File: config.mk
export PLATFORM = sky130hd
export DESIGN_NAME = spi_led_frame_rx
export DESIGN_NICKNAME = d
export VERILOG_FILES = /design/src/rtl/doppler_led_pkg.sv /design/src/rtl/led_matrix_scan.sv /design/src/rtl/spi_led_frame_rx.sv
export SDC_FILE = /design/constraint.sdc
export NUM_CORES = 1
export LEC_CHECK = 0
export ABC_AREA = 1
export CELL_PAD_IN_SITES_DETAIL_PLACEMENT = 0
export CELL_PAD_IN_SITES_GLOBAL_PLACEMENT = 1
export CORE_UTILIZATION = 40
export DETAILED_ROUTE_END_ITERATION = 8
export HOLD_SLACK_MARGIN = 0.15
export PLACE_DENSITY_LB_ADDON = 0.1
export SYNTH_ARGS = -nofsm -noshare
export SYNTH_HDL_FRONTEND = slang
export SYNTH_SLANG_ARGS = --single-unit
File: constraint.sdc
create_clock -name clk -period 1.9 [get_ports clk]
set_clock_uncertainty 0.15 [all_clocks]
set_input_delay 0.38 -clock clk [delete_from_list [all_inputs] [get_ports clk]]
set_output_delay 0.38 -clock clk [all_outputs]
set_load 0.005 [all_outputs]
File: src/rtl/doppler_led_pkg.sv
// Shared constants for the SPI LED frame receiver and its matrix scanner.
package doppler_led_pkg;

  localparam int unsigned FRAME_BITS  = 16;
  localparam int unsigned LED_ROWS    = 4;
  localparam int unsigned LED_COLS    = 4;
  localparam int unsigned SYNC_STAGES = 2;
  localparam int unsigned BITCNT_W    = 5;
  localparam int unsigned ROW_W       = $clog2(LED_ROWS);

  // Bit counter stops here so an over-long transaction stays distinguishable
  localparam logic [BITCNT_W-1:0] BITCNT_SAT = BITCNT_W'(FRAME_BITS + 1);

endpackage

File: src/rtl/led_matrix_scan.sv
// Multiplexed scan of the 4x4 LED matrix.
// Ports:
//   clk, resetn     - clock, asynchronous active-low reset
//   frame[15:0]     - committed frame; bit 4*r+c = row r, column c
//   aled[3:0]       - one-hot anode row select
//   kled_tri[3:0]   - cathode output-enable per column, 1 = drive
// The display buffer only reloads on the 3->0 row wrap, so a frame is never
// shown partially.
module led_matrix_scan
  import doppler_led_pkg::*;
#(
  parameter int unsigned SCAN_DIV_W   = 16,
  parameter int unsigned BLANK_CYCLES = 8
) (
  input  logic                  clk,
  input  logic                  resetn,
  input  logic [FRAME_BITS-1:0] frame,
  output logic [LED_ROWS-1:0]   aled,
  output logic [LED_COLS-1:0]   kled_tri
);

  logic [SCAN_DIV_W-1:0] r_dwell;
  logic [ROW_W-1:0]      r_row;
  logic [FRAME_BITS-1:0] r_display;
  logic [LED_ROWS-1:0]   r_aled;
  logic [LED_COLS-1:0]   r_kled;

  logic                  w_wrap;
  logic [SCAN_DIV_W-1:0] w_dwell_nxt;
  logic [ROW_W-1:0]      w_row_nxt;
  logic [FRAME_BITS-1:0] w_disp_nxt;
  logic [LED_COLS-1:0]   w_kled_nxt;

  // Outputs are registered from next-state values so they line up with the
  // counters they describe (dwell 0 is the first blanked cycle of a row).
  always_comb begin
    w_wrap      = &r_dwell;
    w_dwell_nxt = r_dwell + 1'b1;
    w_row_nxt   = w_wrap ? r_row + 1'b1 : r_row;
    w_disp_nxt  = (w_wrap && (r_row == ROW_W'(LED_ROWS - 1))) ? frame : r_display;
    w_kled_nxt  = '0;
    if (w_dwell_nxt >= SCAN_DIV_W'(BLANK_CYCLES))
      w_kled_nxt = w_disp_nxt[{w_row_nxt, 2'b00} +: LED_COLS];
  end

  always_ff @(posedge clk or negedge resetn) begin
    if (!resetn) begin
      r_dwell   <= '0;
      r_row     <= '0;
      r_display <= '0;
      r_aled    <= LED_ROWS'(1);
      r_kled    <= '0;
    end else begin
      r_dwell   <= w_dwell_nxt;
      r_row     <= w_row_nxt;
      r_display <= w_disp_nxt;
      r_aled    <= LED_ROWS'(1) << w_row_nxt;
      r_kled    <= w_kled_nxt;
    end
  end

  assign aled     = r_aled;
  assign kled_tri = r_kled;

endmodule

File: src/rtl/spi_led_frame_rx.sv
// SPI mode-0 write-only responder receiving 16-bit LED frames, MSB first.
// Ports:
//   clk, resetn           - 48 MHz clock, asynchronous active-low reset
//   cfg_cs/cfg_si/cfg_sck - SPI pins, asynchronous to clk (SCK <= clk/8)
//   kled_tri, aled        - LED matrix cathode enables / anode row select
//   frame                 - last committed frame
//   frame_valid           - one-cycle pulse on a 16-bit commit
//   rx_err                - one-cycle pulse when CS rises after 1..15 or >16 bits
module spi_led_frame_rx
  import doppler_led_pkg::*;
#(
  parameter int unsigned SCAN_DIV_W   = 16,
  parameter int unsigned BLANK_CYCLES = 8
) (
  input  logic                  clk,
  input  logic                  resetn,
  input  logic                  cfg_cs,
  input  logic                  cfg_si,
  input  logic                  cfg_sck,
  output logic [LED_COLS-1:0]   kled_tri,
  output logic [LED_ROWS-1:0]   aled,
  output logic [FRAME_BITS-1:0] frame,
  output logic                  frame_valid,
  output logic                  rx_err
);

  logic [SYNC_STAGES-1:0] r_cs_sync, r_si_sync, r_sck_sync;
  logic                   r_cs_hist, r_sck_hist;
  logic                   r_cs_rise, r_cs_fall, r_sck_rise, r_si_d;
  logic [BITCNT_W-1:0]    r_bit_cnt;
  logic [FRAME_BITS-1:0]  r_shift, r_frame;
  logic                   r_frame_valid, r_rx_err;

  logic w_cs_s, w_si_s, w_sck_s;

  assign w_cs_s  = r_cs_sync[SYNC_STAGES-1];
  assign w_si_s  = r_si_sync[SYNC_STAGES-1];
  assign w_sck_s = r_sck_sync[SYNC_STAGES-1];

  // Edges are registered together with SI so the sample bit stays aligned
  // with the SCK edge that qualifies it.
  always_ff @(posedge clk or negedge resetn) begin
    if (!resetn) begin
      r_cs_sync  <= '1;
      r_si_sync  <= '0;
      r_sck_sync <= '0;
      r_cs_hist  <= 1'b1;
      r_sck_hist <= 1'b0;
      r_cs_rise  <= 1'b0;
      r_cs_fall  <= 1'b0;
      r_sck_rise <= 1'b0;
      r_si_d     <= 1'b0;
    end else begin
      r_cs_sync  <= {r_cs_sync[SYNC_STAGES-2:0], cfg_cs};
      r_si_sync  <= {r_si_sync[SYNC_STAGES-2:0], cfg_si};
      r_sck_sync <= {r_sck_sync[SYNC_STAGES-2:0], cfg_sck};
      r_cs_hist  <= w_cs_s;
      r_sck_hist <= w_sck_s;
      r_cs_rise  <= w_cs_s & ~r_cs_hist;
      r_cs_fall  <= ~w_cs_s & r_cs_hist;
      r_sck_rise <= w_sck_s & ~r_sck_hist & ~w_cs_s;
      r_si_d     <= w_si_s;
    end
  end

  always_ff @(posedge clk or negedge resetn) begin
    if (!resetn) begin
      r_bit_cnt     <= '0;
      r_shift       <= '0;
      r_frame       <= '0;
      r_frame_valid <= 1'b0;
      r_rx_err      <= 1'b0;
    end else begin
      r_frame_valid <= 1'b0;
      r_rx_err      <= 1'b0;
      if (r_cs_fall) begin
        r_bit_cnt <= '0;
        r_shift   <= '0;
      end else if (r_sck_rise) begin
        r_shift <= {r_shift[FRAME_BITS-2:0], r_si_d};
        if (r_bit_cnt != BITCNT_SAT)
          r_bit_cnt <= r_bit_cnt + 1'b1;
      end
      if (r_cs_rise) begin
        if (r_bit_cnt == BITCNT_W'(FRAME_BITS)) begin
          r_frame       <= r_shift;
          r_frame_valid <= 1'b1;
        end else if (r_bit_cnt != '0) begin
          r_rx_err <= 1'b1;
        end
      end
    end
  end

  assign frame       = r_frame;
  assign frame_valid = r_frame_valid;
  assign rx_err      = r_rx_err;

  led_matrix_scan #(
    .SCAN_DIV_W  (SCAN_DIV_W),
    .BLANK_CYCLES(BLANK_CYCLES)
  ) u_scan (
    .clk     (clk),
    .resetn  (resetn),
    .frame   (r_frame),
    .aled    (aled),
    .kled_tri(kled_tri)
  );

endmodule

=== Yosys cells after proc, flatten, opt, wreduce, memory -nomap -nowiden ===
Index checks and enable logic that the tools add are counted.

* Register bits after elaboration: 93
* Input port bits: 5
* Output and inout bits: 26
* Logic and storage cells: 55

* Add/sub/neg operators: 3
* Magnitude comparators: 1
* Equality and inequality tests: 3
* Shift operators: 2
* Muxes and demuxes: 13
* Bitwise gates (word level): 7
* Reductions and logical operators: 7

{| class="wikitable"
|+ Operators by type and width
! operator !! count
|-
| 16-bit two-way mux || 3
|-
| 16-bit by 1-bit adder with 16-bit output (second input constant) || 1
|-
| 16-bit by 4-bit >= comparator with 1-bit output (second input constant) || 1
|-
| 16-bit AND reduction || 1
|-
| 16-bit by 5-bit variable part select with 4-bit output || 1
|-
| 5-bit two-way mux || 3
|-
| 5-bit by 1-bit adder with 5-bit output (second input constant) || 1
|-
| 5-bit == test (second input constant) || 1
|-
| 1-bit two-way mux || 5
|-
| 5-bit inequality test (second input constant) || 1
|-
| 5-bit nonzero test || 1
|-
| 1-bit AND || 4
|-
| 4-bit two-way mux || 1
|-
| 2-bit AND reduction || 2
|-
| 2-bit nonzero test || 2
|-
| 1-bit by 2-bit << shifter with 4-bit output (first input constant) || 1
|-
| 1-bit NOT || 3
|-
| 2-bit by 1-bit adder with 2-bit output (second input constant) || 1
|-
| 2-bit == test (second input constant) || 1
|-
| 2-bit two-way mux || 1
|-
| 1-bit logical AND || 1
|}

=== Depth between registers and ports, before layout ===
* Depth in word-level cells: 5
* Gate-level depth with buffers: 13
* Depth with buffers taken out: 13

=== By module ===
Synthesis repeated with hierarchy kept, for this count alone.

* Cells, all modules: 427
* Area, all modules: 4,031.4 µm²

{| class="wikitable"
|+ Modules (own cells, without submodules)
! module !! times used !! cells each !! area an instance (µm²) !! seq. area each (µm²)
|-
| led_matrix_scan || 1 || 254 || 2,057.0 || 1,052.3
|-
| spi_led_frame_rx || 1 || 173 || 1,974.4 || 1,280.0
|}

=== Least setup slack after synthesis ===
Ideal clock, no wire load.

* Path type: register to register
* Start point: register u_scan.r_dwell[0]
* End point: register u_scan.r_kled[2], in the netlist u_scan.kled_tri[2]
* Library setup time: 126 ps
* Data arrival time: 1,541 ps
* Required time: 1,624 ps
* Slack: 83 ps
* Cell stages (with the launch flop): 14
* Path buffers: 1
* Clock period less this slack: 1,817 ps
* Cells stage by stage: dfrtp_1 -> ha_1 -> nand2_2 -> nor2_2 -> nand2_2 -> nor2_8 -> nand2_4 -> buf_6 -> nand2_1 -> nand2_1 -> nand2_1 -> nand2_1 -> nor2_1 -> nor2_1

* Word-level cells in the longest chain between the ends: 5
* Elaborated cells on any way between the ends: 8
* Those cells by class: add/sub (1); order compare (1); shift (1); mux (3); reduce/logical (2)

{| class="wikitable"
|+ Ends and longest elaborated chain
! what !! RTL line !! source
|-
| from (decl) || led_matrix_scan.sv:22 || <nowiki>logic [SCAN_DIV_W-1:0] r_dwell;</nowiki>
|-
| from (signal assigned) || led_matrix_scan.sv:54 || <nowiki>r_dwell <= w_dwell_nxt;</nowiki>
|-
| 16-bit AND reduction || led_matrix_scan.sv:37 || <nowiki>w_wrap = &r_dwell;</nowiki>
|-
| 1-bit logical AND || led_matrix_scan.sv:40 || <nowiki>w_disp_nxt = (w_wrap && (r_row == ROW_W'(LED_ROWS - 1))) ? frame : r_display;</nowiki>
|-
| 16-bit two-way mux || led_matrix_scan.sv:40 ||
|-
| net u_scan.w_disp_nxt[14] || led_matrix_scan.sv:31 || <nowiki>logic [FRAME_BITS-1:0] w_disp_nxt;</nowiki>
|-
| 16-bit by 5-bit variable part select with 4-bit output || led_matrix_scan.sv:43 || <nowiki>w_kled_nxt = w_disp_nxt[{w_row_nxt, 2'b00} +: LED_COLS];</nowiki>
|-
| 4-bit two-way mux || led_matrix_scan.sv:42 || <nowiki>if (w_dwell_nxt >= SCAN_DIV_W'(BLANK_CYCLES))</nowiki>
|-
| net u_scan.w_kled_nxt[2] || led_matrix_scan.sv:32 || <nowiki>logic [LED_COLS-1:0] w_kled_nxt;</nowiki>
|-
| to (signal assigned) || led_matrix_scan.sv:58 || <nowiki>r_kled <= w_kled_nxt;</nowiki>
|-
| to (decl) || led_matrix_scan.sv:26 || <nowiki>logic [LED_COLS-1:0] r_kled;</nowiki>
|}

The timed path passes the listed nets, and every way through them passes these cells.
A chain may end at the register's enable or synchronous reset.

=== Final worst setup path ===
* Start point: register u_scan.r_dwell[2]
* End point: register u_scan.r_kled[0], in the netlist u_scan.kled_tri[0]

The elaborated chain is that of the path after synthesis.

==> impl_metrics.py <==
metrics = {
    "outcome": {
        "outcome": "complete, but fails checks",
        "failed_checks": "setup timing",
    },
    "clock_tree": {
        "cell_at_the_root_of_the_clock_tree": "sky130_fd_sc_hd__clkbuf_8",
        "cts.reportedPaths.clkPinSlew_ns": 0.10,
        "clock-sinks": 93,
        "tritoncts.num_buffers": 9,
        "tritoncts": "built",
        "clock_latency_ns": 0.36,
        "cts_buffer_depth": 2,
        "cts_max_level": 3,
    },
    "die": {
        "floorplan.io_pins": 31,
        "initial_utilization_pct": 41.8,
        "rows": 35,
        "core_region_area_um2": 9330,
        "floorplan.die.width_um": 101,
        "floorplan.die_area_um2": 10200,
        "die_h_um": 101,
    },
    "logic_synthesis": {
        "synth_top_area_cell": "sky130_fd_sc_hd__dfrtp_1",
        "number_of_enable_type_register_cells_in_the_synthesized_netlist": 0,
        "yosysSeqAreaShare_pct": 59.8,
        "avgSynthCellArea_um2": 8.89,
        "share_of_flip_flops_with_an_asynchronous_set_or_reset_pct": 100,
        "synth-warning-count": 0,
        "synthesis.area_um2": 3900,
        "synth_nets": 449,
        "synth_commonest_cells": "sky130_fd_sc_hd__nand2_1, sky130_fd_sc_hd__dfrtp_1, sky130_fd_sc_hd__inv_1",
        "synth_top_cells_by_area": "sky130_fd_sc_hd__dfrtp_1, sky130_fd_sc_hd__nand2_1, sky130_fd_sc_hd__nand3_1, sky130_fd_sc_hd__inv_1, sky130_fd_sc_hd__nor2_1",
        "synth.ff_latch_count": 93,
        "yosysMostFrequentCell": "sky130_fd_sc_hd__nand2_1",
        "synthesized_netlist_cell_count": 439,
        "postSynth.topFlopCell": "sky130_fd_sc_hd__dfrtp_1",
        "yosysUniqueCellTypes": 25,
        "yosysTopAreaCellShare_pct": 57.1,
    },
    "routing": {
        "wl_met2_mm": 3.70,
        "drt-wirelength-per-cell_um": 13.1,
        "met3_length_um": 161,
        "detail_route.wirelength_mm": 8.25,
        "drt-initial-drc-count": 93,
        "top_layer_used": "met4",
        "route.layer.met1.wl_mm": 4.29,
        "route.detailed.drc": 0,
        "drt_first_pass_iters": 4,
        "post_drt_via_cell_ratio": 4.59,
        "drt.antenna.violating_nets": 0,
        "route.vias.total": 2889,
    },
    "sta": {
        "worstMarginPinSlew_ns": 0.371,
        "fin_setup_tns_ns": -0.0459,
        "timing.final.crit_period_ns": 1.93,
        "timing_hold_violations_final": 0,
        "slew_headroom_pct": 75.3,
        "timing.fmax_ghz": 0.519,
        "drv_slew": 0,
        "fin_ws_ns": -0.0251,
        "min_period_over_period_pct": 101,
        "rsz_0062_raised_after_global_routing": "true",
        "final-setup-viol-count": 3,
    },
    "worst_hold_path": {
        "hold_path.startpoint": "r_si_sync[0]",
        "holdPathEnd": "r_si_sync[1]",
        "timing.hold.worst.class": "reg -> reg",
        "whs_path_depth": 0,
    },
    "critical_path": {
        "cp.required_ns": 2.05,
        "reg2reg_depth": 12,
        "critical_path.reg2reg.startpoint": "u_scan.r_dwell[2]",
        "cp_max_fo": 10,
        "critical_path_class": "reg -> reg",
        "crit-reg2reg-capture": "u_scan.kled_tri[0]",
        "timing.critical_path.from_type": "register",
        "critPathArrivalTime_ns": 2.07,
        "timing.reg2reg.setup_slack_ns": -0.03,
        "critPathCaptureType": "register",
    },
    "global_routing": {
        "groute.usage.overall_pct": 17.7,
        "global_route_wire_length_before_repair_mm": 13.5,
        "grt_ovf": 0,
        "antenna_found_initial": 0,
        "vias_in_the_first_global_route": 2693,
        "grt_start_max_net_pins": 46,
    },
    "placement": {
        "placed_cells_incl_taps": 601,
        "dp_hpwl_mm": 5.90,
        "placer_congestion_estimate": 0.791,
        "numPortBuffers": 30,
    },
    "job": {
        "timing.max_cap.violations": 0,
    },
    "layout": {
        "finalNonFillerCells": 629,
        "antenna_cells": 0,
        "drive_gt1_share_pct": 15.8,
        "final_net_count": 505,
        "syn2layout_area_growth_pct": 24.2,
    },
    "power_and_ir_drop": {
        "power_density_nw_per_um2": 746,
        "vdd_ir_drop_max_mv": 0.410,
        "power_leakage_uw": 0.00242,
    },
}
state kept, by name, summed over array words and instances, names as in the netlist, 4 cells and up:
| register | count |
|---|---|
| u_scan.r_display | 16 |
| r_bit_cnt | 5 |
| u_scan.aled | 4 |
| u_scan.kled_tri | 4 |
| frame | 16 |
| r_shift | 16 |
| u_scan.r_dwell | 16 |
cell usage in the layout (no fill, tap or decap), drive strengths merged:
| cell | Yosys | layout |
|---|---|---|
| a21boi | 1 | 1 |
| a21oi | 3 | 3 |
| buf | 2 | 26 |
| bufinv | 0 | 1 |
| clkbuf | 9 | 9 |
| clkdlybuf4s50 | 0 | 28 |
| clkinv | 0 | 2 |
| clkinvlp | 0 | 1 |
| dfrtp | 89 | 89 |
| dfstp | 4 | 4 |
| dlygate4sd2 | 0 | 1 |
| dlygate4sd3 | 0 | 1 |
| ha | 5 | 5 |
| inv | 55 | 58 |
| nand2 | 121 | 121 |
| nand3 | 44 | 44 |
| nand3b | 2 | 2 |
| nand4 | 2 | 2 |
| nor2 | 55 | 55 |
| nor3 | 2 | 2 |
| o21ai | 36 | 36 |
| or2 | 1 | 1 |
| xnor2 | 4 | 4 |
| xor2 | 4 | 4 |
cell type report:
class                           instances  area, um2
Tap cell                              129        161
Sequential cell                        93       2330
Fill cell                             885       4480
Inverter                               55        206
Multi-Input combinational cell        280       1410
Clock inverter                          7       80.1
Timing Repair Buffer                   56        532
Clock buffer                            9        124
worst max-delay path, stage by stage, from the launching register on:
cell	delay (ns)
sky130_fd_sc_hd__dfrtp_1	0.43
sky130_fd_sc_hd__buf_4	0.15
sky130_fd_sc_hd__nand2_4	0.07
sky130_fd_sc_hd__nor2_4	0.14
sky130_fd_sc_hd__nand2_4	0.08
sky130_fd_sc_hd__nor2_8	0.20
sky130_fd_sc_hd__buf_12	0.15
sky130_fd_sc_hd__nand3_1	0.10
sky130_fd_sc_hd__nand2_1	0.10
sky130_fd_sc_hd__nor2_1	0.05
sky130_fd_sc_hd__nor2_1	0.11
sky130_fd_sc_hd__nand2_1	0.06
sky130_fd_sc_hd__nor2_1	0.08
kinds of logic after synthesis:
kind of cell	Yosys count	share of synthesized area, %
AOI/OAI and AO/OA	40	5.20
xor gates and xnor gates	8	1.80
adders and majority gates	5	1.60
buffers and inverters	66	6.73
DFF	93	59.8
and+or+nand+nor	227	24.9
repair_timing:
action / CTS / global route
buffers inserted: 2 / 9
gates resized for setup: 7 / 22
hold buffers: 1 / 0
pin swaps: 2 / 6
endpoints found under the hold margin: 90 / 0
endpoints found under the setup margin: 5 / 9
where the power goes:
part           leakage (uW)  internal [uW]  switching, uW
Combinational       0.00107           64.7            121
Clock              0.000102            627            745
Sequential          0.00125           2020           29.4
Total               0.00242           2720            895
how the worst max path moves through the flow:
stage	from	endpoint	slack, ns	cells after the start
finish	u_scan.r_dwell[2]	u_scan.kled_tri[0]	-0.03	12
detailed placement	u_scan.r_dwell[0]	u_scan.kled_tri[1]	-0.05	12
floorplan	u_scan.r_dwell[0]	u_scan.kled_tri[2]	0.08	13
global route	u_scan.r_dwell[2]	u_scan.kled_tri[1]	-0.13	12
global placement	u_scan.r_dwell[0]	u_scan.kled_tri[1]	-0.02	12
CTS	u_scan.r_dwell[0]	u_scan.kled_tri[1]	0.009	9
metrics by stage:
stage	util [%]	total power, uW	worst slack [ns]	cell area (um2)	hold WS, ns
global route	51.9	3780	-0.134	4840	0.216
finish	51.9	3610	-0.0251	4840	0.212
CTS	50.3	3670	0.00909	4690	0.213
global placement	47.7	2280	-0.0182	4450	0.148
detailed placement	47.7	2280	-0.0547	4450	0.151
floorplan	-	2180	0.0832	3900	-0.0656
routing by layer:
metal / global-route usage (%) / vias up
li1: - / 1484
met3: 3.12 / 8
met5: 0 / -
met4: 6.69 / 0
met2: 26.3 / 28
met1: 25.8 / 1369
(Power assumes the default switching activity.)
